--- config.mk ---
export PLATFORM = sky130hd
export DESIGN_NAME = iir_biquad_stream
export DESIGN_NICKNAME = d
export VERILOG_FILES = /design/src/rtl/iir_pkg.sv /design/src/rtl/iir_mac.sv /design/src/rtl/iir_biquad_stream.sv
export SDC_FILE = /design/constraint.sdc
export NUM_CORES = 1
export LEC_CHECK = 0
export ABC_CLOCK_PERIOD_IN_PS = 21300
export CORE_ASPECT_RATIO = 0.7
export CORE_MARGIN = 8
export CORE_UTILIZATION = 35
export CTS_CLUSTER_SIZE = 8
export DETAILED_ROUTE_END_ITERATION = 16
export DONT_BUFFER_PORTS = 1
export GPL_TIMING_DRIVEN = 0
export PLACE_DENSITY = 0.48
export RECOVER_POWER = 50
export REMOVE_ABC_BUFFERS = 1
export SYNTH_ARGS = -nofsm -noshare
export SYNTH_HDL_FRONTEND = slang
export SYNTH_SLANG_ARGS = --single-unit
--- constraint.sdc ---
create_clock -name clk -period 21.3 [get_ports clk]
set_input_delay 4.26 -clock clk [delete_from_list [all_inputs] [get_ports clk]]
set_output_delay 4.26 -clock clk [all_outputs]
set_load 0.02 [all_outputs]
--- src/rtl/iir_pkg.sv ---
// Shared constants and FSM state type for the time-multiplexed biquad.
package iir_pkg;

    localparam int DEF_DATA_W  = 16;
    localparam int DEF_COEF_W  = 16;
    localparam int DEF_ACC_W   = 40;
    localparam int FRAC_BITS   = 14;
    localparam int ROUND_CONST = 1 << (FRAC_BITS - 1);

    // Coefficient register indices double as the MAC tap sequence
    localparam logic [2:0] IDX_B0 = 3'd0;
    localparam logic [2:0] IDX_B1 = 3'd1;
    localparam logic [2:0] IDX_B2 = 3'd2;
    localparam logic [2:0] IDX_A1 = 3'd3;
    localparam logic [2:0] IDX_A2 = 3'd4;

    typedef enum logic [1:0] {
        ST_IDLE,
        ST_MAC,
        ST_RND,
        ST_OUT
    } state_t;

endpackage

--- src/rtl/iir_mac.sv ---
// Signed coefficient x sample multiplier feeding an add/subtract accumulator.
module iir_mac #(
    parameter int COEF_W = 16,
    parameter int DATA_W = 16,
    parameter int ACC_W  = 40
) (
    input  logic                     clk,
    input  logic                     rst,
    input  logic                     clear,
    input  logic                     en,
    input  logic                     sub,
    input  logic signed [COEF_W-1:0] coef,
    input  logic signed [DATA_W-1:0] sample,
    output logic signed [ACC_W-1:0]  acc
);

    localparam int PROD_W = COEF_W + DATA_W;

    logic signed [PROD_W-1:0] product;
    logic signed [ACC_W-1:0]  product_ext;

    assign product     = coef * sample;
    assign product_ext = {{(ACC_W - PROD_W){product[PROD_W-1]}}, product};

    always_ff @(posedge clk or negedge rst) begin
        if (!rst) begin
            acc <= '0;
        end else if (clear) begin
            acc <= '0;
        end else if (en) begin
            acc <= sub ? (acc - product_ext) : (acc + product_ext);
        end
    end

endmodule

--- src/rtl/iir_biquad_stream.sv ---
// Direct Form I biquad over valid/ready streams using one shared multiplier.
// Define IIR_SAT_EN to saturate the output; otherwise it wraps to DATA_W bits.
module iir_biquad_stream
    import iir_pkg::*;
#(
    parameter int DATA_W = DEF_DATA_W,
    parameter int COEF_W = DEF_COEF_W,
    parameter int ACC_W  = DEF_ACC_W
) (
    input  logic                     clk,
    input  logic                     rst,
    input  logic                     s_valid,
    output logic                     s_ready,
    input  logic signed [DATA_W-1:0] s_data,
    output logic                     m_valid,
    input  logic                     m_ready,
    output logic signed [DATA_W-1:0] m_data,
    input  logic                     coef_we,
    input  logic [2:0]               coef_addr,
    input  logic signed [COEF_W-1:0] coef_data,
    output logic                     coef_busy
);

    localparam logic signed [ACC_W-1:0] ROUND_K = ACC_W'(ROUND_CONST);
    localparam logic signed [ACC_W-1:0] SAT_MAX =
        {{(ACC_W - DATA_W + 1){1'b0}}, {(DATA_W - 1){1'b1}}};
    localparam logic signed [ACC_W-1:0] SAT_MIN =
        {{(ACC_W - DATA_W + 1){1'b1}}, {(DATA_W - 1){1'b0}}};

    state_t state;
    logic [2:0] tap;

    logic signed [COEF_W-1:0] b0, b1, b2, a1, a2;
    logic signed [DATA_W-1:0] x0, x1, x2, y1, y2;

    logic signed [COEF_W-1:0] mac_coef;
    logic signed [DATA_W-1:0] mac_sample;
    logic                     mac_sub;
    logic                     mac_clear;
    logic                     mac_en;
    logic signed [ACC_W-1:0]  acc;

    logic signed [ACC_W-1:0]  rounded;
    logic signed [ACC_W-1:0]  shifted;
    logic signed [DATA_W-1:0] result;

    assign s_ready   = (state == ST_IDLE);
    assign coef_busy = (state != ST_IDLE);
    assign mac_clear = (state == ST_IDLE) && s_valid;
    assign mac_en    = (state == ST_MAC);

    // Feedback taps are subtracted, so the a-terms drive the MAC in subtract mode
    always_comb begin
        mac_coef   = '0;
        mac_sample = '0;
        mac_sub    = 1'b0;
        case (tap)
            IDX_B0: begin mac_coef = b0; mac_sample = x0; end
            IDX_B1: begin mac_coef = b1; mac_sample = x1; end
            IDX_B2: begin mac_coef = b2; mac_sample = x2; end
            IDX_A1: begin mac_coef = a1; mac_sample = y1; mac_sub = 1'b1; end
            IDX_A2: begin mac_coef = a2; mac_sample = y2; mac_sub = 1'b1; end
            default: ;
        endcase
    end

    iir_mac #(
        .COEF_W (COEF_W),
        .DATA_W (DATA_W),
        .ACC_W  (ACC_W)
    ) u_mac (
        .clk    (clk),
        .rst    (rst),
        .clear  (mac_clear),
        .en     (mac_en),
        .sub    (mac_sub),
        .coef   (mac_coef),
        .sample (mac_sample),
        .acc    (acc)
    );

    always_comb begin
        rounded = acc + ROUND_K;
        shifted = rounded >>> FRAC_BITS;
`ifdef IIR_SAT_EN
        if (shifted > SAT_MAX) begin
            result = SAT_MAX[DATA_W-1:0];
        end else if (shifted < SAT_MIN) begin
            result = SAT_MIN[DATA_W-1:0];
        end else begin
            result = shifted[DATA_W-1:0];
        end
`else
        result = shifted[DATA_W-1:0];
`endif
    end

`ifndef IIR_SAT_EN
    logic unused_hi;
    assign unused_hi = ^{shifted[ACC_W-1:DATA_W], SAT_MAX, SAT_MIN};
`endif

    always_ff @(posedge clk or negedge rst) begin
        if (!rst) begin
            state   <= ST_IDLE;
            tap     <= '0;
            b0      <= '0;
            b1      <= '0;
            b2      <= '0;
            a1      <= '0;
            a2      <= '0;
            x0      <= '0;
            x1      <= '0;
            x2      <= '0;
            y1      <= '0;
            y2      <= '0;
            m_valid <= 1'b0;
            m_data  <= '0;
        end else begin
            // A write in the accepting cycle lands before the first MAC tap reads it
            if (coef_we && state == ST_IDLE) begin
                case (coef_addr)
                    IDX_B0:  b0 <= coef_data;
                    IDX_B1:  b1 <= coef_data;
                    IDX_B2:  b2 <= coef_data;
                    IDX_A1:  a1 <= coef_data;
                    IDX_A2:  a2 <= coef_data;
                    default: ;
                endcase
            end

            case (state)
                ST_IDLE: begin
                    if (s_valid) begin
                        x0    <= s_data;
                        tap   <= '0;
                        state <= ST_MAC;
                    end
                end
                ST_MAC: begin
                    if (tap == IDX_A2) begin
                        state <= ST_RND;
                    end else begin
                        tap <= tap + 3'd1;
                    end
                end
                ST_RND: begin
                    m_data  <= result;
                    m_valid <= 1'b1;
                    x2      <= x1;
                    x1      <= x0;
                    y2      <= y1;
                    y1      <= result;
                    state   <= ST_OUT;
                end
                ST_OUT: begin
                    if (m_ready) begin
                        m_valid <= 1'b0;
                        state   <= ST_IDLE;
                    end
                end
                default: state <= ST_IDLE;
            endcase
        end
    end

endmodule

==> results of run 1 <==
[worst max path at each step]
stage | from | endpoint | slack, ns | cells after the start
2_1_floorplan | tap[2] | u_mac.acc[29] | 10.98 | 32
3_3_place_gp | tap[2] | u_mac.acc[29] | 6.53 | 38
3_5_place_dp | tap[0] | u_mac.acc[29] | 9.61 | 35
4_1_cts | tap[0] | u_mac.acc[29] | 9.58 | 35
5_1_grt | tap[0] | u_mac.acc[28] | 8.82 | 35
6_report | tap[0] | u_mac.acc[29] | 9.51 | 35
[per-layer routing]
metal  vias to the layer above  wire [µm]  share of wire  GRT usage
li1                       7020          -              -          -
met1                      7815      28110           0.50     0.2566
met2                       336      23710           0.42     0.2510
met3                        34       4276          0.075    0.05366
met4                         0        659          0.012    0.03284
met5                         -          0              0          0
[synth_stat cells, drive strengths merged, types with 4 or more instances]
library cell,instances,area (µm²)
nor3,18,95.09
buf,13,52.55
nor2,247,929.7
o21a,41,307.8
clkbuf,81,305.3
nand3,26,130.1
mux2i,15,150.1
a21o,24,180.2
a22oi,33,247.7
a211o,4,35.03
and2,8,50.05
o211a,4,40.04
xor2,37,331.6
mux2,131,1475
nand2,215,807.0
xnor2,55,481.7
dfrtp,196,4905
a21oi,58,290.3
o21bai,4,30.03
or2,5,31.28
a222oi,32,320.3
fa,249,4985
and3,8,50.05
nand2b,7,43.79
and4,4,35.03
a211oi,20,165.2
or3,9,56.30
nand4,8,50.05
a31oi,12,75.07
o21ai,76,380.4
o211ai,5,37.54
nor3b,7,52.55
inv,335,1257
nor4,5,31.28
ha,119,1489
nor2b,8,50.05
[cells in the final DEF (no fill, tap or decap), types with 5 or more instances in the layout]
| cell type | n |
|---|---|
| or3_1 | 9 |
| a222oi_1 | 32 |
| and3_1 | 8 |
| a21oi_1 | 58 |
| o21ai_1 | 22 |
| dfrtp_1 | 195 |
| a22oi_1 | 33 |
| nor3b_1 | 7 |
| nand2b_1 | 7 |
| o21a_1 | 41 |
| and2_1 | 6 |
| nor2_1 | 244 |
| a31oi_1 | 12 |
| inv_1 | 335 |
| clkbuf_16 | 17 |
| nor4_1 | 5 |
| nor2b_1 | 7 |
| o211ai_1 | 5 |
| mux2i_1 | 15 |
| buf_12 | 6 |
| nand4_1 | 8 |
| a211oi_1 | 17 |
| ha_1 | 115 |
| a21o_1 | 24 |
| nand2_1 | 215 |
| xor2_1 | 36 |
| o21ai_0 | 51 |
| nand3_1 | 26 |
| fa_1 | 249 |
| mux2_2 | 131 |
| xnor2_1 | 55 |
| nor3_1 | 17 |
[cell families after synthesis]
| logic type | after synthesis | synth area share |
|---|---|---|
| compound gates | 358 | 0.1242 |
| xor+xnor | 92 | 0.03976 |
| fa+ha+maj | 368 | 0.3165 |
| buf+inv | 430 | 0.07916 |
| flops | 196 | 0.2398 |
| mux | 146 | 0.07946 |
| simple gates | 582 | 0.1211 |
[registers in the layout, indices dropped and copies added, names as in the netlist]
| signal | count |
|---|---|
| state | 2 |
| b0 | 16 |
| y1 | 16 |
| a1 | 16 |
| x0 | 16 |
| u_mac.acc | 30 |
| y2 | 16 |
| a2 | 16 |
| tap | 3 |
| x2 | 16 |
| m_valid | 1 |
| b2 | 16 |
| b1 | 16 |
| x1 | 16 |
[critical path: cells and delay by family (launching register included)]
kind                       cells  cell delay [ns]
adders and majority gates      9             4.43
AOI/OAI and AO/OA             12             2.94
and+or+nand+nor                6             1.97
buffers and inverters          5             1.15
DFF                            1             0.46
xor gates and xnor gates       2             0.46
muxes                          1             0.22
[area by class of cell]
| class | count | share of cell area |
|---|---|---|
| Sequential cell | 196 | 0.2241 |
| Clock inverter | 13 | 0.005258 |
| Inverter | 336 | 0.05761 |
| Timing Repair Buffer | 15 | 0.01143 |
| Multi-Input combinational cell | 1546 | 0.6379 |
| Tap cell | 760 | 0.04344 |
| Clock buffer | 19 | 0.02023 |
[per-stage QoR]
stage	worst slack (ns)	cell area (µm²)	hold WS, ns	util
after floorplan	10.98	20100	0.4623	-
after global routing	8.821	21890	0.5171	0.3771
after CTS	9.582	21910	0.5106	0.3775
final	9.511	21890	0.5077	0.3771
after detailed placement	9.612	21360	0.4934	0.3679
after global placement	6.527	21050	0.4861	0.3625
==> impl_metrics.prom, run 1 <==
# TYPE chip_impl_metric gauge
chip_impl_metric{name="finalWirelength",unit="µm"} 56760
chip_impl_metric{name="yosysWarnings",unit=""} 0
chip_impl_info{name="critical_path.reg2reg.startpoint",value="tap[0]"} 1
chip_impl_metric{name="cts-hold-fix-buffers",unit=""} 0
chip_impl_metric{name="via_count",unit=""} 15210
chip_impl_metric{name="worst-r2r-cell-count",unit=""} 35
chip_impl_metric{name="drt_first_iter_violations",unit=""} 1045
chip_impl_metric{name="detail-route-antenna-nets",unit=""} 0
chip_impl_metric{name="post-cts-setup-buffers",unit=""} 0
chip_impl_metric{name="chipWidth",unit="µm"} 304.9
chip_impl_metric{name="cp_slowest_stage_delay",unit="ns"} 0.69
chip_impl_metric{name="drt-vias-per-instance",unit=""} 5.270
chip_impl_metric{name="place.detailed.instances",unit=""} 2852
chip_impl_metric{name="post_cts_resized",unit=""} 0
chip_impl_metric{name="max_cap_viol_count",unit=""} 1
chip_impl_metric{name="grt_pass1_wl",unit="µm"} 90360
chip_impl_metric{name="worstSkewPairLatency",unit="ns"} 0.49
chip_impl_metric{name="synth_edf_count",unit=""} 0
chip_impl_metric{name="finalWeightedCongestion",unit=""} 0.8681
chip_impl_metric{name="die-height",unit="µm"} 218.3
chip_impl_metric{name="start_util",unit=""} 0.3523
chip_impl_metric{name="synth_cells",unit=""} 2172
chip_impl_info{name="clk_root_buffer_cell",value="clkbuf_16"} 1
chip_impl_metric{name="clock.fmax",unit="GHz"} 0.08482
chip_impl_metric{name="slew_headroom",unit=""} -1.310
chip_impl_metric{name="clock-sinks",unit=""} 196
chip_impl_metric{name="critical_path_peak_fanout",unit=""} 23
chip_impl_info{name="rsz_0062_raised_after_global_routing",value="false"} 1
chip_impl_metric{name="timing_worst_slew_pin_value",unit="ns"} 3.465
chip_impl_metric{name="rrSetupSlack",unit="ns"} 9.51
chip_impl_metric{name="h-tree-depth",unit=""} 4
chip_impl_metric{name="fp.coreArea",unit="µm²"} 58050
chip_impl_info{name="holdPathEnd",value="a1[0]"} 1
chip_impl_metric{name="cts_made_buffers",unit=""} 17
chip_impl_metric{name="cp_data_arrival_time",unit="ns"} 12.17
chip_impl_metric{name="layoutNonFillerInstCount",unit=""} 2885
chip_impl_metric{name="finalClockSkew",unit="ns"} 0.01633
chip_impl_metric{name="remaining_drc_errors",unit=""} 0
chip_impl_metric{name="overall_track_demand_over_capacity_in_global_routing",unit=""} 0.1742
chip_impl_metric{name="finalMaxSlewViolations",unit=""} 67
chip_impl_metric{name="final.period_utilization",unit=""} 0.5535
chip_impl_metric{name="cts.clk_slew.worst_paths",unit="ns"} 0.08
chip_impl_metric{name="grt_start_max_net_pins",unit=""} 197
chip_impl_metric{name="fillCellCount",unit=""} 5858
chip_impl_info{name="status",value="finished with violations"} 1
chip_impl_metric{name="dieArea",unit="µm²"} 66550
chip_impl_metric{name="setup-violations-final",unit=""} 0
chip_impl_metric{name="netlist_area",unit="µm²"} 20450
chip_impl_metric{name="period_needed",unit="ns"} 11.79
chip_impl_info{name="dominant_synthesized_flop_cell",value="dfrtp_1"} 1
chip_impl_metric{name="clockBufferDepth",unit=""} 2
chip_impl_metric{name="multi_input_logic_area",unit="µm²"} 13970
chip_impl_metric{name="route.detailed.wl_per_inst",unit="µm"} 19.68
chip_impl_metric{name="firstDrtPassIters",unit=""} 5
chip_impl_metric{name="gr-total-overflow",unit=""} 0
chip_impl_metric{name="initial_antenna_violation_count",unit=""} 1
chip_impl_metric{name="floorplan.rows",unit=""} 74
chip_impl_info{name="standard_cell_with_the_maximum_stage_delay_on_the_critical_path",value="clkinv_1"} 1
chip_impl_metric{name="regArea",unit="µm²"} 4906
chip_impl_metric{name="first_global_vias",unit=""} 15520
chip_impl_metric{name="total_number_of_nets_in_the_final_design",unit=""} 2520
chip_impl_info{name="failed_checks",value="max-capacitance violations, max-slew violations"} 1
chip_impl_info{name="critPathLaunchType",value="flop"} 1
chip_impl_metric{name="sequential_cell_area_fraction_in_the_yosys_report",unit=""} 0.2398
chip_impl_info{name="setup.worst_path.class",value="flop to flop"} 1
chip_impl_info{name="critical_path.reg2reg.endpoint",value="u_mac.acc[29]"} 1
chip_impl_metric{name="holdPathStages",unit=""} 1
chip_impl_info{name="timing.critical_path.to_type",value="flop"} 1
chip_impl_metric{name="ys_async_sr_fraction",unit=""} 1.000
chip_impl_info{name="worstHoldPathType",value="flop to flop"} 1
chip_impl_metric{name="synth.ff_latch_count",unit=""} 196
chip_impl_info{name="cts_tree",value="done"} 1
chip_impl_metric{name="drive_above_1_share",unit=""} 0.09741
chip_impl_metric{name="num_io_pins",unit=""} 59
chip_impl_metric{name="diodes",unit=""} 0
chip_impl_metric{name="totalNegativeSetupSlack",unit="ns"} 0
chip_impl_metric{name="critPathRequiredTime",unit="ns"} 21.68
chip_impl_metric{name="final-hold-violation-count",unit=""} 0
chip_impl_metric{name="synthesis.area_per_instance",unit="µm²"} 9.417
chip_impl_info{name="min-delay-start",value="a1[0]"} 1
chip_impl_metric{name="portBuffers",unit=""} 0
chip_impl_metric{name="netlist-cell-type-count",unit=""} 79
chip_impl_info{name="timing.critical_path.mode_cell",value="fa_1"} 1
chip_impl_metric{name="post-dp-hpwl",unit="µm"} 45890
chip_impl_metric{name="area_growth_syn_to_layout",unit="%"} 7.035
Power of run 1 is not shown: default switching activity piles up to over one toggle a cycle in this logic, so the estimate is an artifact.
==> inputs of run 2 (changes only) <==
ABC_CLOCK_PERIOD_IN_PS = 12100   (was 21300)
clock period = 12.1 ns   (was 21.3 ns; I/O delays follow)
==> run 2 against run 1 <==
Against the previous run:
- the run still ends with max-capacitance violations, max-slew violations left
- die area is the same
- utilization hardly changed
- clock skew barely moved
- sequential share of layout area hardly changed
- maximum frequency is 3.8% higher
- highest routed layer unchanged
- critical endpoint unchanged
- non-clock buffer count unchanged
- register-to-register slack got worse by 8.8 ns
- worst setup slack got worse by 8.8 ns
==> impl_metrics.prom, run 2 (same netlist as run 1, synthesis figures left out) <==
# TYPE chip_impl_metric gauge
chip_impl_info{name="status",value="finished with violations"} 1
chip_impl_info{name="failed_checks",value="max-capacitance violations, max-slew violations"} 1
chip_impl_metric{name="clock.fmax",unit="GHz"} 0.08804
chip_impl_metric{name="portBuffers",unit=""} 0
chip_impl_metric{name="finalWeightedCongestion",unit=""} 0.8681
chip_impl_info{name="timing.critical_path.mode_cell",value="fa_1"} 1
chip_impl_metric{name="critPathRequiredTime",unit="ns"} 12.48
chip_impl_info{name="most-common-layout-cells",value="inv_1, fa_1, nor2_1, nand2_1, dfrtp_1"} 1
chip_impl_metric{name="placed_area",unit="µm²"} 21360
chip_impl_metric{name="cp_slowest_stage_delay",unit="ns"} 0.67
chip_impl_metric{name="gr-total-overflow",unit=""} 0
chip_impl_metric{name="timing_worst_slew_pin_value",unit="ns"} 3.471
chip_impl_metric{name="period_needed",unit="ns"} 11.36
chip_impl_metric{name="area_growth_syn_to_layout",unit="%"} 7.041
chip_impl_metric{name="grt_start_max_net_pins",unit=""} 197
chip_impl_metric{name="multi_input_logic_area",unit="µm²"} 13970
chip_impl_metric{name="grt_pass1_wl",unit="µm"} 90360
chip_impl_metric{name="post-cts-setup-buffers",unit=""} 0
chip_impl_metric{name="post-dp-hpwl",unit="µm"} 45890
chip_impl_metric{name="route.detailed.wl_per_inst",unit="µm"} 19.68
chip_impl_metric{name="final.period_utilization",unit=""} 0.9387
chip_impl_info{name="standard_cell_with_the_maximum_stage_delay_on_the_critical_path",value="o21ai_1"} 1
chip_impl_metric{name="final_util",unit=""} 0.3771
chip_impl_info{name="most_common_cell_after_layout_fill_and_taps_aside",value="inv_1"} 1
chip_impl_metric{name="finalMaxSlewViolations",unit=""} 67
chip_impl_metric{name="h-tree-depth",unit=""} 4
chip_impl_metric{name="firstDrtPassIters",unit=""} 5
chip_impl_metric{name="fp.coreArea",unit="µm²"} 58050
chip_impl_info{name="cts_tree",value="done"} 1
chip_impl_metric{name="setup-violations-final",unit=""} 0
chip_impl_metric{name="first_global_vias",unit=""} 15520
chip_impl_metric{name="overall_track_demand_over_capacity_in_global_routing",unit=""} 0.1742
chip_impl_metric{name="finalWirelength",unit="µm"} 56780
chip_impl_info{name="rsz_0062_raised_after_global_routing",value="false"} 1
chip_impl_metric{name="post_cts_resized",unit=""} 0
chip_impl_metric{name="drive_above_1_share",unit=""} 0.09835
chip_impl_metric{name="num_io_pins",unit=""} 59
chip_impl_metric{name="fin_area",unit="µm²"} 21890
chip_impl_metric{name="slew_headroom",unit=""} -1.314
chip_impl_metric{name="cp_data_arrival_time",unit="ns"} 11.74
chip_impl_metric{name="total_number_of_nets_in_the_final_design",unit=""} 2520
chip_impl_metric{name="drt_first_iter_violations",unit=""} 1059
chip_impl_metric{name="detailedPlace.worstSlack",unit="ns"} 0.4116
chip_impl_metric{name="regArea",unit="µm²"} 4906
chip_impl_info{name="setup.worst_path.class",value="flop to flop"} 1
chip_impl_metric{name="clockBufferDepth",unit=""} 2
chip_impl_metric{name="drt-vias-per-instance",unit=""} 5.277
chip_impl_info{name="worstHoldPathType",value="flop to flop"} 1
chip_impl_metric{name="flip_flop_count_of_the_largest_register_after_layout",unit=""} 30
chip_impl_metric{name="chipWidth",unit="µm"} 304.9
chip_impl_metric{name="cts.clk_slew.worst_paths",unit="ns"} 0.08
chip_impl_metric{name="start_util",unit=""} 0.3523
chip_impl_metric{name="initial_antenna_violation_count",unit=""} 1
chip_impl_metric{name="floorplan.rows",unit=""} 74
chip_impl_metric{name="cts-hold-fix-buffers",unit=""} 0
chip_impl_metric{name="setup_slack",unit="ns"} 0.7414
chip_impl_info{name="largest-register",value="u_mac.acc"} 1
chip_impl_info{name="timing.critical_path.to_type",value="flop"} 1
chip_impl_metric{name="remaining_drc_errors",unit=""} 0
chip_impl_metric{name="cts_made_buffers",unit=""} 17
chip_impl_metric{name="critical_path_peak_fanout",unit=""} 23
chip_impl_metric{name="final-hold-violation-count",unit=""} 0
chip_impl_metric{name="worstSkewPairLatency",unit="ns"} 0.49
chip_impl_metric{name="fillCellCount",unit=""} 5859
chip_impl_metric{name="layoutNonFillerInstCount",unit=""} 2885
chip_impl_metric{name="via_count",unit=""} 15220
chip_impl_info{name="clk_root_buffer_cell",value="clkbuf_16"} 1
chip_impl_metric{name="max_cap_viol_count",unit=""} 1
chip_impl_metric{name="place.detailed.instances",unit=""} 2852
chip_impl_metric{name="diodes",unit=""} 0
chip_impl_metric{name="detail-route-antenna-nets",unit=""} 0
chip_impl_info{name="critPathLaunchType",value="flop"} 1
chip_impl_metric{name="die-height",unit="µm"} 218.3
chip_impl_metric{name="finalClockSkew",unit="ns"} 0.01628
chip_impl_metric{name="clock-sinks",unit=""} 196
chip_impl_metric{name="dieArea",unit="µm²"} 66550
-- run 2: cell types whose count changed in the layout (fill, tap and decap cells not counted) --
cell / previous run / this run
o21a_1: 41 / 40
clkinv_1: 1 / 0
o21a_2: 0 / 1
inv_2: 0 / 1
-- run 2: final cells by class --
class | count | share of cell area
clock inverters | 13 | 0.005258
multi-input cells | 1546 | 0.6380
well taps | 760 | 0.04343
inverters | 336 | 0.05761
repair buffers | 15 | 0.01143
clock buffers | 19 | 0.02023
flip-flops and latches | 196 | 0.2241
-- run 2: path summary, 6_finish.rpt --
kind / from / endpoint / slack (ns) / depth (start not counted)
setup / recovery: tap[0] / u_mac.acc[29] / 0.74 / 35
hold / removal: a1[0] / a1[0] / 0.51 / 1
setup reg to reg: tap[0] / u_mac.acc[29] / 0.74 / 35
hold reg to reg: a1[0] / a1[0] / 0.51 / 1
max in group asynchronous: rst / b0[14] / 10.13 / 0
min in group asynchronous: rst / state[1] / 1.62 / 0
-- run 2: routing by layer --
layer	track usage	vias up	wire, µm
met5	0	-	0
met4	0.03284	0	659
met3	0.05366	34	4313
met2	0.2510	346	23740
met1	0.2566	7821	28070
li1	-	7022	-
-- run 2: metrics by stage --
step / TNS [ns] / hold WS [ns]
4_1_cts: 0 / 0.5106
6_report: 0 / 0.5077
3_5_place_dp: 0 / 0.4934
2_1_floorplan: 0 / 0.4623
5_1_grt: 0 / 0.5171
3_3_place_gp: -33.84 / 0.4861
-- run 2: critical path: cells and delay by family (launching register included) --
| family | cells | cell delay, ns |
|---|---|---|
| adders and majority gates | 9 | 4.42 |
| AOI/OAI and AO/OA | 12 | 2.95 |
| and+or+nand+nor | 6 | 1.90 |
| buffers and inverters | 5 | 0.77 |
| DFF | 1 | 0.46 |
| xor gates and xnor gates | 2 | 0.46 |
| muxes | 1 | 0.22 |
Power of run 2 is left out for the same reason.
